**config.mk**
```make
export PLATFORM = sky130hd
export DESIGN_NAME = mem_wb_elastic_register
export DESIGN_NICKNAME = d
export VERILOG_FILES = /design/src/rtl/mem_wb_elastic_register.sv
export SDC_FILE = /design/constraint.sdc
export NUM_CORES = 1
export LEC_CHECK = 0
export ABC_AREA = 1
export CORE_MARGIN = 5
export CORE_UTILIZATION = 56
export DETAILED_ROUTE_END_ITERATION = 12
export GPL_TIMING_DRIVEN = 0
export PLACE_DENSITY_LB_ADDON = 0.05
export REMOVE_ABC_BUFFERS = 1
export SKIP_CTS_REPAIR_TIMING = 1
export SLEW_MARGIN = 20
export SYNTH_ARGS = -nofsm -noshare
export SYNTH_HDL_FRONTEND = slang
export SYNTH_SLANG_ARGS = --single-unit
```
**constraint.sdc**
```tcl
create_clock -name CLK -period 3.35 [get_ports CLK]
set_input_delay 0.5025 -clock CLK [delete_from_list [all_inputs] [get_ports CLK]]
set_output_delay 0.5025 -clock CLK [all_outputs]
set_load 0.1 [all_outputs]
```
**src/rtl/mem_wb_elastic_register.sv**
```systemverilog
// MEM->WB pipeline stage register with valid/ready flow control.
// Holds RegWrite, MemtoReg, ReadData, ALUOut and WriteReg for the writeback
// stage. With SKID_ENABLE=1 a second (skid) entry absorbs one extra beat so
// ReadyM can be a flop with no combinational path from ReadyW. With
// SKID_ENABLE=0 the stage is a single entry with a combinational ReadyM.
// FlushM clears both entries synchronously; RST clears them asynchronously.
module mem_wb_elastic_register #(
  parameter int READ_DATA_WIDTH = 32,
  parameter int ALU_OUT_WIDTH   = 32,
  parameter int WRITE_REG_WIDTH = 5,
  parameter int SKID_ENABLE     = 1
) (
  input  logic                       CLK,
  input  logic                       RST,
  input  logic                       FlushM,
  input  logic                       ValidM,
  output logic                       ReadyM,
  input  logic                       RegWriteM,
  input  logic                       MemtoRegM,
  input  logic [READ_DATA_WIDTH-1:0] ReadDataM,
  input  logic [ALU_OUT_WIDTH-1:0]   ALUOutM,
  input  logic [WRITE_REG_WIDTH-1:0] WriteRegM,
  output logic                       ValidW,
  input  logic                       ReadyW,
  output logic                       RegWriteW,
  output logic                       RegWriteEnW,
  output logic                       MemtoRegW,
  output logic [READ_DATA_WIDTH-1:0] ReadDataW,
  output logic [ALU_OUT_WIDTH-1:0]   ALUOutW,
  output logic [WRITE_REG_WIDTH-1:0] WriteRegW
);

  // Packed payload: {RegWrite, MemtoReg, ReadData, ALUOut, WriteReg}
  localparam int PW = 2 + READ_DATA_WIDTH + ALU_OUT_WIDTH + WRITE_REG_WIDTH;

  logic          main_valid_q, main_valid_d;
  logic          skid_valid_q, skid_valid_d;
  logic          ready_q, ready_d;
  logic [PW-1:0] main_data_q, main_data_d;
  logic [PW-1:0] skid_data_q, skid_data_d;
  logic [PW-1:0] in_data_s;
  logic          ready_m_s;
  logic          accept_s;
  logic          consume_s;

  assign in_data_s = {RegWriteM, MemtoRegM, ReadDataM, ALUOutM, WriteRegM};

  // Upstream ready: registered in skid mode, combinational in single-entry mode
  always_comb begin
    if (SKID_ENABLE != 0) begin
      ready_m_s = ready_q;
    end else begin
      ready_m_s = ReadyW | ~main_valid_q;
    end
  end

  assign accept_s  = ValidM & ready_m_s;
  assign consume_s = main_valid_q & ReadyW;

  // Next-state for main/skid entries; flush wins over any accept
  always_comb begin
    main_valid_d = main_valid_q;
    main_data_d  = main_data_q;
    skid_valid_d = skid_valid_q;
    skid_data_d  = skid_data_q;
    if (FlushM) begin
      main_valid_d = 1'b0;
      main_data_d  = '0;
      skid_valid_d = 1'b0;
      skid_data_d  = '0;
    end else if (!main_valid_q) begin
      // Empty stage: a new entry goes straight to main
      if (accept_s) begin
        main_valid_d = 1'b1;
        main_data_d  = in_data_s;
      end else begin
        main_valid_d = 1'b0;
      end
    end else if (consume_s) begin
      // Main is leaving: refill from skid first to keep FIFO order
      if (skid_valid_q) begin
        main_data_d  = skid_data_q;
        skid_valid_d = 1'b0;
      end else if (accept_s) begin
        main_data_d  = in_data_s;
      end else begin
        // Payload kept as last consumed value; only the valid bit drops
        main_valid_d = 1'b0;
      end
    end else begin
      // Main stalled: a new entry parks in the skid slot
      if (accept_s && (SKID_ENABLE != 0)) begin
        skid_valid_d = 1'b1;
        skid_data_d  = in_data_s;
      end else begin
        skid_valid_d = skid_valid_q;
      end
    end
    ready_d = ~skid_valid_d;
  end

  // State registers with asynchronous active-low reset
  always_ff @(posedge CLK or negedge RST) begin
    if (!RST) begin
      main_valid_q <= 1'b0;
      main_data_q  <= '0;
      skid_valid_q <= 1'b0;
      skid_data_q  <= '0;
      ready_q      <= 1'b1;
    end else begin
      main_valid_q <= main_valid_d;
      main_data_q  <= main_data_d;
      skid_valid_q <= skid_valid_d;
      skid_data_q  <= skid_data_d;
      ready_q      <= ready_d;
    end
  end

  assign {RegWriteW, MemtoRegW, ReadDataW, ALUOutW, WriteRegW} = main_data_q;
  assign ValidW      = main_valid_q;
  assign RegWriteEnW = main_valid_q & main_data_q[PW-1];
  assign ReadyM      = ready_m_s;

endmodule

```
==> reports/qor.yml, run 1 <==
status:
  status: "finished, final reports clean"
timing:
  maxSlewHeadroom_pct: 31.4
  worst_pin_slew_ps: 1030
  final.setup_skew_ps: 6.84
  finalHoldViolations: 0
  drv_slew: 0
  min_period_over_period_pct: 94.6
  period_needed_ps: 3170
  rsz0062_at_grt: "no"
  fmax_mhz: 316
  setup_viol: 0
place:
  place.gp.congestion: 0.795
  dp.cells: 1279
  port_buffers: 149
  post-dp-hpwl_um: 12000
drt:
  m1WireLength_um: 8710
  vias: 7275
  met2_length_um: 9970
  met3_wirelength_um: 1720
  avgViaCountPerCell: 5.55
  routed.top_layer: "met4"
  drt_pass1_iterations: 7
  finalWirelength_um: 20800
  routedWlPerCell_um: 15.8
  ant_nets: 0
  drc: 0
  first_iter_violations: 776
layout:
  final_nets: 1202
  drive_above_1_share_pct: 4.83
  utilization_pct: 76.1
  stdcell_count: 1311
  syn2layout_area_growth_pct: 32.4
  diodes: 0
synthesis:
  synth.distinct_cells: 17
  synth.ff_latch_count: 145
  synthTopCellsByCount: "432 x nand2_1, 213 x nand3_1, 144 x dfrtp_1, 144 x nor2_1, 44 x buf_2"
  synth_most_common_cell: "nand2_1"
  yosys-top-cells-area: "dfrtp_1 49%, nand2_1 22%, nand3_1 15%"
  synth_ff_type: "dfrtp_1"
  netlist_instances: 1020
  syn_avg_cell_area_um2: 7.14
  synth_area_mm2: 0.00728
  synth_edf_count: 0
  ys_seq_area_share_pct: 49.8
  synth_top_area_share_pct: 49.5
  async_flop_share_pct: 100
  synth_top_area_cell: "dfrtp_1"
  yosysWarnings: 0
critical_path:
  worstPathMaxFanout: 62
  worst_path_largest_cell_delay_ps: 1200
  cp_data_arrival_time_ps: 2670
  r2r_setup_slack_ps: 520
  end_kind: "output port"
  critPathKind: "flop to output port"
  worst-path-buf-inv: 2
  cp-start-kind: "flop"
  crit_chain: "buf_16 > clkdlybuf4s50_1"
  cp_top_family: "buffers and inverters"
  crit_required_ps: 2850
  cpMaxStageDelayCell: "clkdlybuf4s50_1"
floorplan:
  die_area_mm2: 0.0154
  ios: 150
  rows: 41
  dieWidth_um: 124
  core_mm2: 0.0127
  start_util_pct: 57.5
  die_h_um: 124
clock_network:
  tritoncts: "done"
  clk_pin_slew_ps: 60
  clockBufferDepth: 2
  htreeDepth: 4
  cts-root-buf: "clkbuf_16"
  cts_buffers: 17
  clock_sinks: 145
  clk-insertion-delay-late_ps: 420
grt:
  grt_pass1_vias: 6824
  antenna_found_initial: 0
  grt_max_degree: 82
  track_usage_pct: 27.3
  grt_pass1_wl_um: 33400
  globalRouteOverflowTotal: 0
power_and_ir_drop:
  p_leak_nw: 5.26
  peakVddDrop_mv: 0.365
  power_density_mw_per_mm2: 529
min_path:
  hold_path.class: "input port to async pin"
job:
  timing.max_cap.violations: 0
## registers in the layout (all words and copies together) (netlist names)
signal and cells:
main_data_q 71, skid_data_q 71, ReadyM 1, ValidW 1, skid_valid_q 1
## worst reg2reg max path, cell delays in order (launching register included)
cell and delay [ps]:
dfstp_4 720, buf_16 280, nand2_4 400, buf_12 310
inv_4 630, nand3_1 290, nand2_1 130
## cell type report
class | count | area [um2]
fillers | 968 | 3030
flip-flops and latches | 145 | 3630
clock inverters | 11 | 183
clock buffers | 21 | 470
inverters | 5 | 21.3
well taps | 172 | 215
repair buffers | 162 | 1820
multi-input cells | 795 | 3300
## power breakdown
part	switching (W)	total [W]	leakage (nW)	internal [W]
Sequential	0.0000695	0.00191	1.97	0.00184
Clock	0.000725	0.00210	0.323	0.00137
Combinational	0.000790	0.00109	2.97	0.000302
## cell usage in the layout, fill, tap and decap left out, types with 3 or more instances in the layout
master,netlist,routed
nand2_1,432,429
nand3_1,213,213
buf_16,0,9
clkbuf_16,0,17
dfrtp_1,144,144
clkdlybuf4s50_1,0,147
inv_1,3,3
nand2_4,0,4
clkbuf_8,0,3
bufinv_16,0,5
buf_12,0,4
clkinv_2,0,5
nor2_1,144,144
## cell families (layout without fill, tap and decap cells)
| logic type | count (synthesis) | in the layout | share of synthesized area, % |
|---|---|---|---|
| flops | 145 | 145 | 49.8 |
| compound gates | 3 | 3 | 0.258 |
| simple gates | 792 | 792 | 44.6 |
| buf+inv | 80 | 199 | 5.27 |
## per-stage QoR
stage | setup WS, ps | total power, W | hold WS, ps | instance area (um2) | setup TNS, ps
4_1_cts | 179 | 0.00512 | 93.0 | 9640 | 0
2_1_floorplan | -1030 | 0.00262 | 207 | 6920 | -101470
3_3_place_gp | -5150 | 0.00299 | 453 | 8630 | -1226450
6_report | 181 | 0.00510 | 80.1 | 9640 | 0
3_5_place_dp | 530 | 0.00303 | 459 | 8990 | 0
5_1_grt | 124 | 0.00528 | 108 | 9640 | 0
## metal layers
| metal | vias to the layer above | GRT usage (%) |
|---|---|---|
| met3 | 44 | 7.08 |
| met5 | - | 0 |
| met1 | 3404 | 36.6 |
| met4 | 0 | 10.1 |
| li1 | 3441 | - |
| met2 | 386 | 43.1 |
## final timing paths
check / to / startpoint / depth (start not counted)
worst max-delay path: ReadyM / ReadyM / 2
worst min-delay path: main_data_q[40] / RST / 1
worst max register to register: skid_data_q[49] / ReadyM / 6
worst min register to register: skid_data_q[6] / skid_data_q[6] / 2
max in group asynchronous: main_data_q[0] / RST / 2
min in group CLK: skid_data_q[6] / skid_data_q[6] / 2
Power figures use the tool's default switching activity.
==> run 2, diff against run 1 <==
ABC_AREA = unset   (was 1)
CORE_UTILIZATION = 52   (was 56)
==> reports/qor.yml, run 2 <==
layout:
  syn2layout_area_growth_pct: 38.4
  multi_input_area_mm2: 0.00192  # -42%
  fillers: 758  # -22%
  final_nets: 633  # -47%
  largest_registers: "main_data_q: 71 flops, skid_data_q: 71 flops"
  regArea_mm2: 0.00363  # -0.10%
  diodes: 0  # unchanged
  drive_above_1_share_pct: 8.95  # +4.1 points
  final_common_cell: "clkdlybuf4s50_1"
  layout_common_cells: "148 x clkdlybuf4s50_1, 144 x dfrtp_1, 72 x a22o_1"
timing:
  worst_pin_slew_ps: 1020  # -6.76 ps
  period_needed_ps: 2850  # -314 ps
  maxSlewHeadroom_pct: 31.8  # +0.45 points
  fmax_mhz: 350  # +11%
  finalHoldViolations: 0  # unchanged
  setup_viol: 0  # unchanged
  drv_slew: 0  # unchanged
  tns_ps: 0  # unchanged
  hold_ws_ps: 483  # +403 ps
  min_period_over_period_pct: 85.2  # -9.4 points
  rsz0062_at_grt: "no"
  final.setup_skew_ps: 4.97  # -1.87 ps
clock_network:
  cts_buffers: 17  # unchanged
  clockBufferDepth: 2  # unchanged
  clk_pin_slew_ps: 60  # about the same
  tritoncts: "done"
  clock_sinks: 145  # unchanged
  htreeDepth: 4  # unchanged
  cts-root-buf: "clkbuf_8"
  clk-insertion-delay-late_ps: 520  # +100 ps
drt:
  drt_pass1_iterations: 5  # -2
  met2_length_um: 7330  # -27%
  met3_wirelength_um: 1100  # -36%
  avgViaCountPerCell: 6.03  # +8.7%
  drc: 0  # unchanged
  routedWlPerCell_um: 21.1  # +33%
  ant_nets: 0  # unchanged
  first_iter_violations: 300  # -61%
  m1WireLength_um: 6320  # -27%
  vias: 4284  # -41%
  routed.top_layer: "met4"
  finalWirelength_um: 15000  # -28%
synthesis:
  synth.ff_latch_count: 145  # unchanged
  synth_top_area_share_pct: 61.9  # +12 points
  syn_avg_cell_area_um2: 14.1  # +98%
  ys_seq_area_share_pct: 62.3  # +13 points
  synthTopCellsByCount: "144 x dfrtp_1, 72 x a22o_1, 71 x a221o_1, 71 x and2_0, 23 x buf_2"
  yosysWarnings: 0  # unchanged
  synth_ff_type: "dfrtp_1"
  synth_most_common_cell: "dfrtp_1"
  synth_area_mm2: 0.00582  # -20%
  synth.distinct_cells: 21  # +4
  synth_edf_count: 0  # unchanged
  synth_top_area_cell: "dfrtp_1"
  async_flop_share_pct: 100  # unchanged
  netlist_instances: 412  # -60%
  yosys-top-cells-area: "dfrtp_1 62%, a221o_1 12%, a22o_1 11%"
place:
  post-dp-hpwl_um: 9970  # -17%
  port_buffers: 149  # unchanged
  place.gp.congestion: 0.731  # -8.1%
floorplan:
  start_util_pct: 53.5  # -4.0 points
  die_h_um: 116  # -6.6%
  dieWidth_um: 116  # -6.6%
  die_area_mm2: 0.0134  # -13%
  rows: 38  # -7.3%
  core_mm2: 0.0109  # -14%
  ios: 150  # unchanged
grt:
  grt_max_degree: 94  # +15%
  globalRouteOverflowTotal: 0  # unchanged
  grt_pass1_wl_um: 24400  # -27%
  grt_pass1_vias: 4575  # -33%
  antenna_found_initial: 0  # unchanged
  track_usage_pct: 23.5  # -3.9 points
job:
  timing.max_cap.violations: 0  # unchanged
critical_path:
  r2r_setup_slack_ps: 1220  # +700 ps
  cp_data_arrival_time_ps: 2350  # -320 ps
  worstPathMaxFanout: 9  # -85%
  critPathKind: "flop to output port"
  cp-start-kind: "flop"
  crit_required_ps: 2850  # about the same
  end_kind: "output port"
  worst_r2r_path_depth: 7  # +1
power_and_ir_drop:
  peakVddDrop_mv: 0.386  # +5.9%
  p_leak_nw: 3.60  # -32%
  power_w: 0.00453  # -11%
  power_density_mw_per_mm2: 562  # +6.2%
status:
  status: "finished, final reports clean"
min_path:
  hold_path.class: "input port to async pin"
-- run 2: changes by cell type after synthesis, moves of 2 or more --
cell,change
a221o_1,+71
a22o_1,+72
nor2_1,-144
buf_1,-10
buf_6,+15
and2_0,+71
clkbuf_1,-14
nand3_1,-213
buf_4,-6
buf_2,-21
nand2_1,-430
nand2_2,-2
inv_1,-2
-- run 2: area by class of cell --
class	count	share of cell area (%)
Sequential cell	145	45.1
Inverter	1	0.0466
Timing Repair Buffer	165	22.2
Multi-Input combinational cell	227	23.9
Clock inverter	5	0.311
Clock buffer	27	6.35
Tap cell	140	2.17
-- run 2: final timing paths --
kind / startpoint / end
max reg2reg: ReadyM / main_data_q[12]
min: RST / main_data_q[48]
max: ValidW / RegWriteEnW
max in group asynchronous: RST / ReadyM
min reg2reg: skid_data_q[34] / skid_data_q[34]
min in group CLK: skid_data_q[34] / skid_data_q[34]
-- run 2: critical path: stages (launching register included) --
cell and delay [ps]:
dfrtp_1 530, and2_1 170, clkdlybuf4s50_1 1130
-- run 2: metrics by stage --
stage          util, %  cell area (um2)  worst slack, ps  cells
2_1_floorplan        -             5530             -444    373
3_3_place_gp      66.1             7200            -3890    662
3_5_place_dp      69.0             7510              720    677
4_1_cts           73.9             8050              465    709
5_1_grt           74.0             8060              398    710
6_report          74.0             8060              495    710
-- run 2: report_power, final --
| group | switching [W] | internal (W) | total [W] | leakage (nW) |
|---|---|---|---|---|
| Combinational | 0.000657 | 0.000284 | 0.000941 | 1.35 |
| Sequential | 0.0000513 | 0.00183 | 0.00189 | 1.97 |
| Clock | 0.000678 | 0.00102 | 0.00170 | 0.272 |
-- run 2: cell families after synthesis --
family          after synthesis  share of synthesized area (%)
compound gates              149                           24.0
buf+inv                      40                           5.07
flops                       145                           62.3
simple gates                 78                           8.55
-- run 2: layer usage --
layer | vias up | GRT usage (%)
met5 | - | 0
met1 | 2240 | 30.5
met3 | 23 | 7.15
met4 | 0 | 8.12
met2 | 144 | 37.8
li1 | 1877 | -
